File: src/rtl/sfx_scheduler.sv
// Sound-effect scheduler: arbitrates hit/wall/goal requests onto one square-wave speaker pin
// with fixed priority, preemption, a one-deep pending bit per class and a gap between bursts.
module sfx_scheduler #(
  parameter int unsigned TICK_DIV  = 50000,
  parameter int unsigned HIT_HALF  = 50000,
  parameter int unsigned WALL_HALF = 100000,
  parameter int unsigned GOAL_HALF = 25000,
  parameter int unsigned HIT_MS    = 40,
  parameter int unsigned WALL_MS   = 30,
  parameter int unsigned GOAL_MS   = 400,
  parameter int unsigned GAP_MS    = 20
) (
  input  logic       clk,
  input  logic       rst,
  input  logic       hit,
  input  logic       wall,
  input  logic       goal,
  input  logic       mute,
  output logic       sound,
  output logic       busy,
  output logic [1:0] active
);

  localparam logic [1:0] StIdle = 2'd0;
  localparam logic [1:0] StPlay = 2'd1;
  localparam logic [1:0] StGap  = 2'd2;

  localparam logic [1:0] ClsNone = 2'd0;
  localparam logic [1:0] ClsHit  = 2'd1;
  localparam logic [1:0] ClsWall = 2'd2;
  localparam logic [1:0] ClsGoal = 2'd3;

  localparam int unsigned HalfHw  = (HIT_HALF > WALL_HALF) ? HIT_HALF : WALL_HALF;
  localparam int unsigned HalfMax = (HalfHw > GOAL_HALF) ? HalfHw : GOAL_HALF;
  localparam int unsigned PreW    = (TICK_DIV > 1) ? $clog2(TICK_DIV) : 1;
  localparam int unsigned HalfW   = (HalfMax > 1) ? $clog2(HalfMax) : 1;
  localparam int unsigned DurW    = 10;

  localparam logic [PreW-1:0] PreLoad = PreW'(TICK_DIV - 1);
  localparam logic [DurW-1:0] GapLoad = DurW'(GAP_MS - 1);

  // Pending / request vectors are indexed {goal, wall, hit}.
  function automatic logic [2:0] cls_mask(input logic [1:0] c);
    logic [2:0] m;
    case (c)
      ClsHit:  m = 3'b001;
      ClsWall: m = 3'b010;
      ClsGoal: m = 3'b100;
      default: m = 3'b000;
    endcase
    return m;
  endfunction

  function automatic logic [1:0] top_class(input logic [2:0] v);
    logic [1:0] c;
    if (v[2])      c = ClsGoal;
    else if (v[1]) c = ClsWall;
    else if (v[0]) c = ClsHit;
    else           c = ClsNone;
    return c;
  endfunction

  function automatic logic [HalfW-1:0] half_load(input logic [1:0] c);
    logic [HalfW-1:0] v;
    case (c)
      ClsHit:  v = HalfW'(HIT_HALF - 1);
      ClsWall: v = HalfW'(WALL_HALF - 1);
      ClsGoal: v = HalfW'(GOAL_HALF - 1);
      default: v = '0;
    endcase
    return v;
  endfunction

  function automatic logic [DurW-1:0] dur_load(input logic [1:0] c);
    logic [DurW-1:0] v;
    case (c)
      ClsHit:  v = DurW'(HIT_MS - 1);
      ClsWall: v = DurW'(WALL_MS - 1);
      ClsGoal: v = DurW'(GOAL_MS - 1);
      default: v = '0;
    endcase
    return v;
  endfunction

  logic             hit_q, wall_q, goal_q;
  logic [1:0]       state_q, state_d;
  logic [1:0]       active_q, active_d;
  logic             tone_q, tone_d;
  logic [2:0]       pend_q, pend_d;
  logic [HalfW-1:0] half_q, half_d;
  logic [PreW-1:0]  pre_q, pre_d;
  logic [DurW-1:0]  dur_q, dur_d;

  logic [2:0] req;
  logic [1:0] req_top;
  logic [1:0] cand;
  logic [1:0] start_cls;
  logic       start;
  logic       tick_end;

  assign req = {goal & ~goal_q, wall & ~wall_q, hit & ~hit_q};

  always_comb begin
    state_d   = state_q;
    active_d  = active_q;
    tone_d    = tone_q;
    pend_d    = pend_q;
    half_d    = half_q;
    pre_d     = pre_q;
    dur_d     = dur_q;
    start     = 1'b0;
    start_cls = ClsNone;
    req_top   = top_class(req);
    cand      = top_class(pend_q | req);
    tick_end  = (pre_q == '0) && (dur_q == '0);

    unique case (state_q)
      StIdle: begin
        if (cand != ClsNone) begin
          start     = 1'b1;
          start_cls = cand;
        end
      end

      StPlay: begin
        if (req_top > active_q) begin
          start     = 1'b1;
          start_cls = req_top;
        end else begin
          pend_d = pend_q | (req & ~cls_mask(active_q));
          if ((req & cls_mask(active_q)) != 3'b000) begin
            // Retrigger: restart the burst from a clean tone phase.
            tone_d = 1'b0;
            half_d = half_load(active_q);
            pre_d  = PreLoad;
            dur_d  = dur_load(active_q);
          end else if (tick_end) begin
            active_d = ClsNone;
            tone_d   = 1'b0;
            if (pend_d != 3'b000) begin
              state_d = StGap;
              pre_d   = PreLoad;
              dur_d   = GapLoad;
            end else begin
              state_d = StIdle;
            end
          end else begin
            if (half_q == '0) begin
              half_d = half_load(active_q);
              tone_d = ~tone_q;
            end else begin
              half_d = half_q - 1'b1;
            end
            if (pre_q == '0) begin
              pre_d = PreLoad;
              dur_d = dur_q - 1'b1;
            end else begin
              pre_d = pre_q - 1'b1;
            end
          end
        end
      end

      StGap: begin
        if (req[2]) begin
          start     = 1'b1;
          start_cls = ClsGoal;
        end else begin
          pend_d = pend_q | req;
          if (tick_end) begin
            state_d = StIdle;
          end else if (pre_q == '0) begin
            pre_d = PreLoad;
            dur_d = dur_q - 1'b1;
          end else begin
            pre_d = pre_q - 1'b1;
          end
        end
      end

      default: state_d = StIdle;
    endcase

    // Losing requests are pended; a goal start wipes stale rally sounds.
    if (start) begin
      pend_d = (pend_q | req) & ~cls_mask(start_cls);
      if (start_cls == ClsGoal) begin
        pend_d[1:0] = 2'b00;
      end
      state_d  = StPlay;
      active_d = start_cls;
      tone_d   = 1'b0;
      half_d   = half_load(start_cls);
      pre_d    = PreLoad;
      dur_d    = dur_load(start_cls);
    end
  end

  always_ff @(posedge clk) begin
    if (rst) begin
      hit_q    <= 1'b0;
      wall_q   <= 1'b0;
      goal_q   <= 1'b0;
      state_q  <= StIdle;
      active_q <= ClsNone;
      tone_q   <= 1'b0;
      pend_q   <= 3'b000;
      half_q   <= '0;
      pre_q    <= '0;
      dur_q    <= '0;
    end else begin
      hit_q    <= hit;
      wall_q   <= wall;
      goal_q   <= goal;
      state_q  <= state_d;
      active_q <= active_d;
      tone_q   <= tone_d;
      pend_q   <= pend_d;
      half_q   <= half_d;
      pre_q    <= pre_d;
      dur_q    <= dur_d;
    end
  end

  assign busy   = (state_q != StIdle);
  assign active = active_q;
  assign sound  = tone_q & ~mute;

endmodule

File: config.mk
export PLATFORM = sky130hd
export DESIGN_NAME = sfx_scheduler
export DESIGN_NICKNAME = d
export VERILOG_FILES = /design/src/rtl/sfx_scheduler.sv
export SDC_FILE = /design/constraint.sdc
export NUM_CORES = 1
export LEC_CHECK = 0
export CAP_MARGIN = 20
export CORE_MARGIN = 5
export CORE_UTILIZATION = 50
export CTS_CLUSTER_DIAMETER = 60
export DETAILED_ROUTE_END_ITERATION = 10
export PLACE_DENSITY = 0.67
export RECOVER_POWER = 100
export SLEW_MARGIN = 20
export SYNTH_ARGS = -nofsm -noshare
export SYNTH_HDL_FRONTEND = slang
export SYNTH_SLANG_ARGS = --single-unit
File: constraint.sdc
create_clock -name clk -period 10.3 [get_ports clk]
set_clock_uncertainty 0.1 [all_clocks]
set_input_delay 2.06 -clock clk [delete_from_list [all_inputs] [get_ports clk]]
set_output_delay 2.06 -clock clk [all_outputs]
set_load 0.005 [all_outputs]
==> results.cfg <==
[status]
status = finished with violations
violations = capacitance limit, slew limit

[route]
drt-vias-per-instance = 6.39
wl_met2_mm = 4.52
top_layer = met4
wl_met1_mm = 4.66
first_pass_iters = 5
drt_iter0_markers = 316
wl_mm = 10.1
drc_errors = 0
wl_per_cell_um = 18.1
wl_met3_um = 667
dr_total_vias = 3572
detail-route-antenna-nets = 0

[timing]
setup_violations = 0
fin_tns_setup_ns = 0
slew_violations = 38
worstMarginPinSlew_ns = 1.84
clock.fmax_mhz = 173
max_slew_margin_pct = -22.7
fin_ws_ns = 4.51
period_share_pct = 56.2
final.min_clock_period_ns = 5.79
rsz0062_at_grt = no
hold_viol = 0

[clocking]
clkLatencyLatePin_ns = 0.31
clockBufferDepth = 2
hold_buffers = 0
numCtsBuffers = 5
htreeDepth = 2
cts_tree = done
cts_sinks = 54
clockRootBuffer = clkbuf_8
clk_pin_slew_worst_paths_ns = 0.10
postCtsSetupRepairBufs = 0
cts_resized = 0

[floorplanning]
pin_count = 10
start_util_pct = 51.9
die_h_um = 94.5
die-width_um = 94.5
rows = 30
fp.dieArea_um2 = 8920
core_area_um2 = 6870

[synth]
async_reset_ff_share_pct = 0
synthXorXnorAreaFrac_pct = 2.46
synth-simple-area-share_pct = 30.0
netlist_area_um2 = 3570
synth_warnings = 0
synth_fa_ha_area_share_pct = 5.61
synth_top_family_by_area = simple AND/OR/NAND/NOR gates
synth-edff-count = 0
muxShareOfSynthArea_pct = 0.281
yosysSeqAreaShare_pct = 30.3
synth_compound_area_share_pct = 27.2
syn_avg_cell_area_um2 = 7.77
synth_flop_cell = dfxtp_1
syn_inst = 459
syn_nets = 481
ys_ff_latch = 54
synth_cell_types = 64

[worst_setup_path]
crit_type = in2reg
crit_required_ns = 10.40
cp-start-kind = primary input
crit_chain = dlygate4sd3_1, nor2b_1, a21oi_1, ha_1, nand2_1, o211ai_1, o21ai_0, a22oi_1, inv_1, ha_1, nor2_1, o21ai_0, o21ai_0, o41ai_1, a32o_1
cp_common_cell = o21ai_0
r2r_slack_ns = 6.45
critPathMaxStageDelay_ns = 0.86
reg2reg_depth = 14
arrival_ns = 5.89
r2r_end = dur_q[3]
worst_setup_path_end_kind = register
worst-path-max-fanout = 10
reg2reg_from = goal_q
cpMaxStageDelayCell = a22oi_1

[placement]
dp_slack_ns = 4.47
finalWeightedCongestion = 0.899
dp_hpwl_mm = 7.32
dp_cells = 552
port_buffers = 9

[power_and_ir_drop]
p_leak_nw = 1.39
ir_drop_uv = 98.3
p_per_area_nw_per_um2 = 247

[grt]
grt_pass1_vias = 3391
overflow = 0
grt_max_degree = 38
grt_use_total_pct = 24.1
grt_pass1_wl_mm = 17.2
antenna_found_initial = 0

[run]
cap_violations = 1

[cells_and_area]
nets = 485
syn2layout_area_growth_pct = 6.35
n_antenna_cell = 0
drive_above_1_share_pct = 4.97
final_cells = 559

[min_path]
worstHoldStart = tone_q
min_path_cells = 2
hold_path_end = tone_q
hold_class = reg2reg
## power by group
group / internal, mW / switching (mW)
combinational: 0.189 / 0.307
sequential: 0.259 / 0.0628
clock: 0.0469 / 0.0708
total: 0.495 / 0.440
## metal layers
| layer | up-vias | track usage, % |
|---|---|---|
| li1 | 1731 | - |
| met1 | 1672 | 33.6 |
| met2 | 142 | 36.5 |
| met3 | 27 | 4.14 |
| met4 | 0 | 10.7 |
| met5 | - | 0 |
## registers in the layout, summed over array words and instances (netlist names)
signal and count:
active 2, dur_q 10, pre_q 16, state_q 2
pend_q 3, hit_q 1, wall_q 1, half_q 17
goal_q 1, tone_q 1
## metrics by stage
stage	total power [mW]	hold WS (ns)	util, %	area (um2)
6_report	0.935	0.405	55.2	3790
5_1_grt	1.01	0.432	55.2	3790
4_1_cts	0.933	0.410	55.5	3810
3_5_place_dp	0.814	0.394	54.3	3730
3_3_place_gp	0.809	0.375	54.3	3730
2_1_floorplan	0.688	0.358	-	3570
## area by class of cell
type | count | area, um2
Fill cell | 665 | 3080
Multi-Input combinational cell | 371 | 2330
Sequential cell | 54 | 1080
Tap cell | 96 | 120
Timing Repair Buffer | 14 | 116
Clock buffer | 6 | 72.6
Inverter | 17 | 63.8
Clock inverter | 1 | 7.51
## worst max-delay path: cells and delay by family
family | cells | cell delay [ns]
AOI/OAI and AO/OA | 8 | 1.98
adders and majority gates | 2 | 0.56
buffers and inverters | 2 | 0.79
and+or+nand+nor | 3 | 0.49
## cell usage in the layout (no fill, tap or decap), types with 5 or more instances in the layout
cell type,count
a21oi_1,34
a22oi_1,8
a311oi_1,10
a31oi_1,8
a32o_1,7
clkbuf_8,5
dfxtp_1,54
dlygate4sd3_1,6
ha_1,16
inv_1,17
nand2_1,37
nand2b_1,9
nand3_1,10
nor2_1,59
nor2b_1,12
nor3_1,21
nor4_1,11
o211ai_1,6
o21ai_0,36
or3_1,10
xnor2_1,6
## how the worst max path moves through the flow
stage               start       end  slack (ns)
floorplan            wall  dur_q[3]        5.61
global placement     goal  dur_q[3]        4.55
detailed placement   goal  dur_q[3]        4.47
CTS                  goal  dur_q[3]        4.80
global route         goal  dur_q[3]        4.10
finish               goal  dur_q[3]        4.51
## kinds of logic after synthesis
family,Yosys count
XOR/XNOR,10
adder cells (fa/ha/maj),16
AO/OA/AOI/OAI,144
buffers and inverters,34
flip-flops,54
AND/OR/NAND/NOR,200
multiplexers,1
## synthesized netlist by cell type, drive strengths merged, types with 8 or more instances
| library cell | count | area share (%) |
|---|---|---|
| nor2b | 12 | 2.1 |
| dfxtp | 54 | 30 |
| a311oi | 10 | 2.5 |
| nand2b | 9 | 1.6 |
| a21oi | 34 | 4.8 |
| clkbuf | 11 | 1.2 |
| nand2 | 38 | 4.2 |
| nor4 | 12 | 2.5 |
| nor2 | 59 | 6.2 |
| inv | 17 | 1.8 |
| nand3 | 10 | 1.4 |
| nor3 | 23 | 3.5 |
| a22oi | 8 | 1.7 |
| ha | 16 | 5.6 |
| o21ai | 37 | 5.2 |
| or3 | 12 | 2.4 |
| a31oi | 8 | 1.4 |
No activity file was read; power rests on OpenSTA's default activity.
==> RTL change, RTL diff (config.mk and constraints unchanged) <==
Add an input register stage for `hit`, `wall`, `goal` and `mute`, with the module's reset; this delays them by one clock.
--- a/src/rtl/sfx_scheduler.sv
+++ b/src/rtl/sfx_scheduler.sv
@@ -40,4 +40,23 @@
   localparam logic [DurW-1:0] GapLoad = DurW'(GAP_MS - 1);
 
+  logic hit_r;
+  logic wall_r;
+  logic goal_r;
+  logic mute_q;
+
+  always_ff @(posedge clk) begin
+    if (rst) begin
+      hit_r  <= '0;
+      wall_r <= '0;
+      goal_r <= '0;
+      mute_q <= '0;
+    end else begin
+      hit_r  <= hit;
+      wall_r <= wall;
+      goal_r <= goal;
+      mute_q <= mute;
+    end
+  end
+
   // Pending / request vectors are indexed {goal, wall, hit}.
   function automatic logic [2:0] cls_mask(input logic [1:0] c);
@@ -99,5 +118,5 @@
   logic       tick_end;
 
-  assign req = {goal & ~goal_q, wall & ~wall_q, hit & ~hit_q};
+  assign req = {goal_r & ~goal_q, wall_r & ~wall_q, hit_r & ~hit_q};
 
   always_comb begin
@@ -210,7 +229,7 @@
       dur_q    <= '0;
     end else begin
-      hit_q    <= hit;
-      wall_q   <= wall;
-      goal_q   <= goal;
+      hit_q    <= hit_r;
+      wall_q   <= wall_r;
+      goal_q   <= goal_r;
       state_q  <= state_d;
       active_q <= active_d;
@@ -225,5 +244,5 @@
   assign busy   = (state_q != StIdle);
   assign active = active_q;
-  assign sound  = tone_q & ~mute;
+  assign sound  = tone_q & ~mute_q;
 
 endmodule
Function: changed (a bounded check fails within 4 cycles, from zero or initial values and one cycle with rst high).
==> RTL change against the unedited design <==
  * The run still ends with capacitance limit, slew limit left
  * Area after synthesis up 3.3%
  * Cell area up 4.5%
  * Wire length down 3.2%
  * Die area up 2.9%
  * Clock power up 56%
  * Sequential cell count up 4
  * Worst setup slack better by 1200 ps
  * Worst hold slack worse by 38 ps
  * Non-clock buffer count down 4
  * Utilization down 0.27 points
  * Power up 21%
  * Count of clock-buffer cells in the layout up 7
  * Critical endpoint is now dur_q[9]
  * Largest power group unchanged
==> RTL change: results <==
{
  "synth_area_leaders": "dfxtp_1, a21oi_1, o21ai_0, ha_1, nor2_1",
  "num_vias": 3598,
  "path_max_fanout": 23,
  "drive_above_1_share_pct": 7.143,
  "use_met1_pct": 30.43,
  "cp.arrival_ps": 4780,
  "status": "finished with violations",
  "seq_area_frac_synth_pct": 31.51,
  "dp_cells": 559,
  "grt_max_degree": 49,
  "netlist-cell-type-count": 63,
  "htreeDepth": 3,
  "worst_pin_slew_ps": 2258,
  "grt_pass1_vias": 3287,
  "gr-usage-met2_pct": 35.26,
  "synthTopCellsByCount": "dfxtp_1, nor2_1, a21oi_1, o21ai_0, nand2_1",
  "clk_pin_slew_ps": 70,
  "insertion_delay_ps": 350,
  "use_met3_pct": 5.395,
  "hpwl_um": 6929,
  "dpl_cell_area_um2": 3805,
  "drv_cap": 1,
  "vdd_drop_max_mv": 0.1683,
  "slew_viol_final": 49,
  "violations": "capacitance limit, slew limit"
}
==> RTL change: cell families after synthesis <==
logic type / Yosys count / synth area share, %
xor gates and xnor gates: 12 / 2.852
buffers and inverters: 44 / 5.059
and+or+nand+nor: 187 / 28.49
DFF: 58 / 31.51
AOI/OAI and AO/OA: 152 / 26.38
adders and majority gates: 16 / 5.433
muxes: 1 / 0.2717
==> RTL change: per-layer routing <==
layer	share of wire [%]	up-vias	routed length, um
met5	0	-	0
met4	1.6	0	155
met3	5.5	17	542
met2	46	96	4535
met1	47	1733	4582
li1	-	1752	-
==> RTL change: final timing paths <==
path | startpoint | to | slack [ps]
hold reg to reg | hit_r | hit_q | 370
hold / removal | hit_r | hit_q | 370
setup / recovery | hit_r | dur_q[9] | 5670
setup reg to reg | hit_r | dur_q[9] | 5670
==> RTL change: layout make-up <==
type / count / area (um2)
flip-flops and latches: 58 / 1161
clock buffers: 13 / 148.9
multi-input cells: 368 / 2335
fillers: 719 / 3249
clock inverters: 3 / 15.01
well taps: 99 / 123.9
repair buffers: 10 / 91.34
inverters: 24 / 90.09
==> RTL change: power breakdown <==
| group | internal [mW] | switching [mW] | total, mW | leakage (nW) |
|---|---|---|---|---|
| clock network | 0.0928 | 0.0915 | 0.184 | 0.0872 |
| logic | 0.219 | 0.373 | 0.592 | 0.889 |
| registers | 0.286 | 0.0724 | 0.358 | 0.478 |
==> RTL change: stage by stage <==
stage	total power [mW]	hold WS, ps
3_3_place_gp	0.9341	345.4
5_1_grt	1.224	387.2
2_1_floorplan	0.8101	329.7
4_1_cts	1.130	368.8
3_5_place_dp	0.9434	354.4
6_report	1.134	366.3
==> RTL change: critical path, stage by stage, from the launching register on <==
cell and delay [ps]:
dfxtp_1 320, nor2b_1 480, a21oi_1 180, ha_1 310
nand2_1 60, o21ai_0 230, nor2_1 500, or2_0 1070
nor2_1 530, or4_1 620, a21oi_1 150
